$ cat src/rtl/i_demod_pkg.sv
// Shared definitions for the I-channel correlator/demodulator.
// Contents: sample, coefficient and accumulator widths, default mid-scale offset and level
// threshold, the 16-phase cosine table and the FSM state type.
package i_demod_pkg;

    localparam int SAMPLE_W   = 8;
    localparam int COEF_W     = 8;
    localparam int ACC_W      = 20;
    localparam int IDX_W      = 4;
    localparam int N_PHASE    = 16;
    localparam int OFFSET_DEF = 100;
    localparam int THRESH_DEF = 36000;

    // round(127*cos(2*pi*n/16))
    localparam logic signed [COEF_W-1:0] COS_TAB [N_PHASE] = '{
        8'sd127,  8'sd117,  8'sd90,   8'sd49,   8'sd0,   -8'sd49,  -8'sd90,  -8'sd117,
       -8'sd127, -8'sd117, -8'sd90,  -8'sd49,   8'sd0,    8'sd49,   8'sd90,   8'sd117
    };

    typedef enum logic [0:0] {StIdle, StAcc} state_t;

endpackage

$ cat src/rtl/i_cos_rom.sv
// Combinational cosine coefficient table.
// Ports: addr - symbol phase index (4 bits); coef - signed 8-bit coefficient for that phase.
module i_cos_rom
    import i_demod_pkg::*;
(
    input  logic [IDX_W-1:0]  addr,
    output logic [COEF_W-1:0] coef
);

    assign coef = COS_TAB[addr];

endmodule

$ cat src/rtl/i_demod.sv
// I-channel symbol correlator: correlates 16 samples per symbol with a cosine and decides
// the sign. Two pipeline stages (operand register, multiply-accumulate) then an output register.
// Ports:
//   clk, rst       - clock, synchronous active-high reset
//   sample_in      - unsigned 8-bit sample, accepted when sample_valid is high
//   sync           - marks the accepted sample as phase 0 of a symbol
//   corr_out       - signed 20-bit correlation of the last complete symbol
//   sym_out        - 1 when corr_out is negative
//   sym_valid      - one-cycle pulse on new corr_out/sym_out
//   sync_err       - one-cycle pulse when sync arrives mid-symbol
//   lvl_out        - (only with I_DEMOD_LVL_EN) 1 when |corr| >= THRESH
// Build option: define I_DEMOD_LVL_EN to add lvl_out and the magnitude compare.
module i_demod
    import i_demod_pkg::*;
#(
    parameter int OFFSET = OFFSET_DEF,
    parameter int THRESH = THRESH_DEF
) (
    input  logic                clk,
    input  logic                rst,
    input  logic [SAMPLE_W-1:0] sample_in,
    input  logic                sample_valid,
    input  logic                sync,
    output logic [ACC_W-1:0]    corr_out,
    output logic                sym_out,
    output logic                sym_valid,
`ifdef I_DEMOD_LVL_EN
    output logic                lvl_out,
`endif
    output logic                sync_err
);

    state_t                     state_q;
    logic [IDX_W-1:0]           idx_q;
    logic [IDX_W-1:0]           cur_idx;
    logic [COEF_W-1:0]          coef;
    logic signed [SAMPLE_W:0]   d_in;
    logic                       take;
    logic                       abort;

    // Stage 1 registers
    logic signed [SAMPLE_W:0]   d_q;
    logic signed [COEF_W-1:0]   c_q;
    logic                       s1_valid_q;
    logic                       s1_first_q;
    logic                       s1_last_q;

    // Stage 2 registers
    logic signed [SAMPLE_W+COEF_W:0] prod;
    logic signed [ACC_W-1:0]    acc_q;
    logic                       done_q;

    // In IDLE only a synced sample starts a symbol; in ACC every valid sample is taken.
    assign take    = sample_valid & (sync | (state_q == StAcc));
    assign abort   = sample_valid & sync & (state_q == StAcc) & (idx_q != '0);
    assign cur_idx = sync ? '0 : idx_q;
    assign d_in    = $signed({1'b0, sample_in}) - 9'(OFFSET);

    i_cos_rom u_rom (
        .addr (cur_idx),
        .coef (coef)
    );

    // FSM, phase index and stage 1
    always_ff @(posedge clk) begin
        if (rst) begin
            state_q    <= StIdle;
            idx_q      <= '0;
            d_q        <= '0;
            c_q        <= '0;
            s1_valid_q <= 1'b0;
            s1_first_q <= 1'b0;
            s1_last_q  <= 1'b0;
            sync_err   <= 1'b0;
        end else begin
            s1_valid_q <= take;
            sync_err   <= abort;
            if (take) begin
                state_q    <= StAcc;
                idx_q      <= cur_idx + 4'd1;
                d_q        <= d_in;
                c_q        <= $signed(coef);
                s1_first_q <= (cur_idx == '0);
                s1_last_q  <= (cur_idx == 4'(N_PHASE - 1));
            end
        end
    end

    assign prod = 17'(d_q) * 17'(c_q);

`ifdef I_DEMOD_LVL_EN
    logic [ACC_W:0] mag;
    assign mag = acc_q[ACC_W-1] ? (ACC_W+1)'(0) - {acc_q[ACC_W-1], acc_q} : {1'b0, acc_q};
`endif

    // Stage 2 (multiply-accumulate) and output register. A phase-0 product replaces the
    // accumulator, so an aborted partial sum is discarded and back-to-back symbols need no gap.
    always_ff @(posedge clk) begin
        if (rst) begin
            acc_q     <= '0;
            done_q    <= 1'b0;
            corr_out  <= '0;
            sym_out   <= 1'b0;
            sym_valid <= 1'b0;
`ifdef I_DEMOD_LVL_EN
            lvl_out   <= 1'b0;
`endif
        end else begin
            done_q    <= s1_valid_q & s1_last_q;
            sym_valid <= done_q;
            if (s1_valid_q) begin
                acc_q <= (s1_first_q ? '0 : acc_q) + ACC_W'(prod);
            end
            if (done_q) begin
                corr_out <= acc_q;
                sym_out  <= acc_q[ACC_W-1];
`ifdef I_DEMOD_LVL_EN
                lvl_out  <= (mag >= (ACC_W+1)'(THRESH));
`endif
            end
        end
    end

endmodule

$ cat config.mk
export PLATFORM = sky130hd
export DESIGN_NAME = i_demod
export DESIGN_NICKNAME = d
export VERILOG_FILES = /design/src/rtl/i_demod_pkg.sv /design/src/rtl/i_cos_rom.sv /design/src/rtl/i_demod.sv
export SDC_FILE = /design/constraint.sdc
export NUM_CORES = 1
export LEC_CHECK = 0
export BUFFER_PORTS_ARGS = -buffer_cell sky130_fd_sc_hd__buf_2
export CORE_MARGIN = 4
export CORE_UTILIZATION = 60
export CTS_BUF_LIST = sky130_fd_sc_hd__clkbuf_8
export DETAILED_ROUTE_END_ITERATION = 12
export MAX_ROUTING_LAYER = met4
export PLACE_DENSITY = 0.78
export REMOVE_ABC_BUFFERS = 1
export SLEW_MARGIN = 20
export SYNTH_ARGS = -nofsm -noshare
export SYNTH_HDL_FRONTEND = slang
export SYNTH_SLANG_ARGS = --single-unit
$ cat constraint.sdc
create_clock -name clk -period 10 [get_ports clk]
set_input_delay 1 -clock clk [delete_from_list [all_inputs] [get_ports clk]]
set_output_delay 1 -clock clk [all_outputs]
set_load 0.02 [all_outputs]
==> impl_metrics.ini <==
[cts]
cts-root-buf = clkbuf_8
cts_hold_buf = 0
cts_tree = built
h-tree-depth = 3
cts.sinks = 68
cts_max_path_buffers = 2
postCtsResizedCells = 0
cts-buffers-inserted = 9
post_cts_buffers = 0
path_clk_slew_ns = 0.08
clkLatencyLatePin_ns = 0.36

[timing]
rsz0062_at_grt = no
finalCriticalPeriod_ns = 6.44
worst_pin_slew_ns = 1.03
slew_headroom_pct = 31.4
maxSlewViolCount = 0
fin_worst_skew_ns = 0.0135
setup-tns-final_ns = 0
hold_violations = 0
fin_crit_sh_pct = 64.4
finalSetupViolations = 0
hold_ws_ns = 0.489
fmax_mhz = 155

[global_routing]
antenna_found_initial = 0
grt_max_degree = 63
grtUsageTotal_pct = 23.5
grt_pass1_wl_um = 23800
gr-total-overflow = 0
grt_pass1_vias = 5262

[synthesis]
syn_area_um2 = 6530
synth-seq-area-share_pct = 20.9
synthArstFlopShare_pct = 0
synthDistinctLibCells = 50
syn_inst = 771
synth_edf_count = 0
avgSynthCellArea_um2 = 8.47
synth_top_area_share_pct = 20.9
synth_top_cell_by_area = dfxtp_1
ys_warn_count = 0
synth_seq_cells = 68
synth_flop_cell = dfxtp_1
synthTopCellsByArea = dfxtp_1 (21%), fa_1 (19%), ha_1 (11%)

[placement]
hpwl_um = 10400
port_buffers = 34
placed_cells = 914
place_area_um2 = 6780
gp_congestion = 0.896

[setup_path]
critical_path_class = reg -> reg
crit_required_ns = 10.25
critPathLaunchType = flip-flop
crit_start = c_q[7]$_SDFFE_PP0P_
critPathCapture = acc_q[19]$_SDFFE_PP0P_
crit_arrival_ns = 6.69
r2r-start = c_q[7]$_SDFFE_PP0P_
crit_slowest_cell = fa_1
max_stage_delay_ns = 0.58
critPathMaxFanout = 9
worstReg2RegEnd = acc_q[19]$_SDFFE_PP0P_
cp-end-kind = flip-flop
worstRegToRegCells = 25
r2r_slack_ns = 3.56

[routing]
final_antenna_net_count = 0
drc_errors = 0
drt_iter0_drc = 262
drt-total-wl_um = 13300
vias = 5089
avgViaCountPerCell = 5.47
first_pass_iters = 5
wl_per_cell_um = 14.3

[power]
power.density_nw_per_um2 = 99.1
p_leak_nw = 3.33
power.internal_mw = 0.485
clkPwrFrac_pct = 36.1
power_frac_comb_pct = 21.3
switching_share_pct = 30.2
vdd_ir_drop_max_mv = 0.117
power_switching_mw = 0.209
sequentialPowerShare_pct = 42.5

[final_layout]
fin_cells = 930
fin_nets = 919
area_growth_syn_to_layout_pct = 7.25
fin_area_um2 = 7000
n_antenna_cell = 0
finish.utilization_pct = 66.9
nFillCells = 902
drive_gt1_share_pct = 8.06

[floorplanning]
die_x_um = 112
row_count = 37
start_util_pct = 62.4
ios = 35
die_y_um = 112
die_area_um2 = 12600
coreArea_um2 = 10500

[hold_path]
hold_path.class = reg -> reg

[job]
cap_violations = 0

[status]
status = completed
[Yosys cell counts, types with 4 or more instances]
master and count:
clkbuf_1 25, dfxtp_1 68, a21o_1 8, fa_1 62
a211oi_1 11, buf_1 5, mux2i_1 34, nor3_1 14
and2_1 49, nand3_1 6, inv_1 109, nor2b_1 22
and3_1 4, ha_1 56, nand2_1 52, a31oi_1 5
a21oi_1 45, o21ai_0 20, o21bai_1 7, a211o_1 5
o21a_1 10, nand2b_1 8, nor2_1 77, xor2_1 9
xnor2_1 25
[stage by stage]
stage | setup slack (ns) | total power [mW]
final | 3.56 | 0.694
after global placement | 3.75 | 0.444
after global routing | 3.11 | 0.735
after detailed placement | 3.63 | 0.450
after floorplan | 4.01 | 0.410
after CTS | 3.55 | 0.701
[sequential cells by signal (all words and copies together) (netlist names)]
register	cells
sync_err	1
s1_first_q	1
sym_valid	1
state_q	1
d_q	9
s1_last_q	1
idx_q	4
acc_q	20
s1_valid_q	1
corr_out	20
done_q	1
c_q	8
[worst min-delay path by stage]
stage          depth (start not counted)                   endpoint  slack (ns)                 startpoint
2_1_floorplan                          2     s1_last_q$_SDFFE_PP0P_        0.45     s1_last_q$_SDFFE_PP0P_
3_3_place_gp                           2  corr_out[17]$_SDFFE_PP0P_        0.47  corr_out[17]$_SDFFE_PP0P_
3_5_place_dp                           2   corr_out[1]$_SDFFE_PP0P_        0.47   corr_out[1]$_SDFFE_PP0P_
4_1_cts                                2   corr_out[1]$_SDFFE_PP0P_        0.49   corr_out[1]$_SDFFE_PP0P_
5_1_grt                                1          done_q$_SDFF_PP0_        0.51     s1_last_q$_SDFFE_PP0P_
6_report                               2   corr_out[1]$_SDFFE_PP0P_        0.49   corr_out[1]$_SDFFE_PP0P_
[per-layer routing]
| layer | wire length [um] | global-route usage (%) | vias up |
|---|---|---|---|
| li1 | - | - | 2542 |
| met1 | 5790 | 28.0 | 2432 |
| met2 | 6720 | 40.2 | 86 |
| met3 | 409 | 3.72 | 29 |
| met4 | 356 | 8.49 | 0 |
| met5 | 0 | - | - |
[critical path, delay by kind of cell (launching register included)]
kind                       cells  cell delay, ns
adders and majority gates      6            2.79
AOI/OAI and AO/OA             10            1.98
and+or+nand+nor                3            0.62
buffers and inverters          5            0.48
DFF                            1            0.37
xor gates and xnor gates       1            0.13
[final cells by class]
class	count	area (um2)	area share [%]
Clock buffer	13	179	2.56
Clock inverter	3	42.5	0.608
Inverter	110	413	5.90
Multi-Input combinational cell	562	4630	66.2
Sequential cell	68	1360	19.5
Tap cell	136	170	2.43
Timing Repair Buffer	38	200	2.86
[cell families after synthesis]
family | Yosys count | share of synthesized area [%]
AO/OA/AOI/OAI | 130 | 12.8
multiplexers | 34 | 5.21
adder cells (fa/ha/maj) | 118 | 29.7
flip-flops | 68 | 20.9
AND/OR/NAND/NOR | 245 | 18.4
XOR/XNOR | 35 | 4.81
buffers and inverters | 141 | 8.17
[placed cells by master, fill, tap and decap left out, types with 3 or more instances in the layout]
cell and n:
a211o_1 5, a211oi_1 11, a21o_1 8, a21oi_1 45
a311oi_1 3, a31oi_1 5, and2_1 49, and3_1 4
buf_2 34, buf_4 4, clkbuf_8 13, dfxtp_1 67
fa_1 62, ha_1 56, inv_1 109, mux2i_1 34
nand2_1 52, nand2b_1 8, nand3_1 6, nor2_1 77
nor2b_1 22, nor3_1 14, o21a_1 10, o21ai_0 19
o21ai_1 3, o21bai_1 7, xnor2_1 25, xor2_1 9
[power by group through the flow]
stage / clock, mW / sequential [mW] / combinational, mW
after floorplan: 0 / 0.297 / 0.113
after global placement: 0 / 0.301 / 0.144
after detailed placement: 0 / 0.301 / 0.149
after CTS: 0.256 / 0.295 / 0.150
after global routing: 0.266 / 0.298 / 0.172
final: 0.251 / 0.295 / 0.148
No activity file was read; power rests on OpenSTA's default activity.
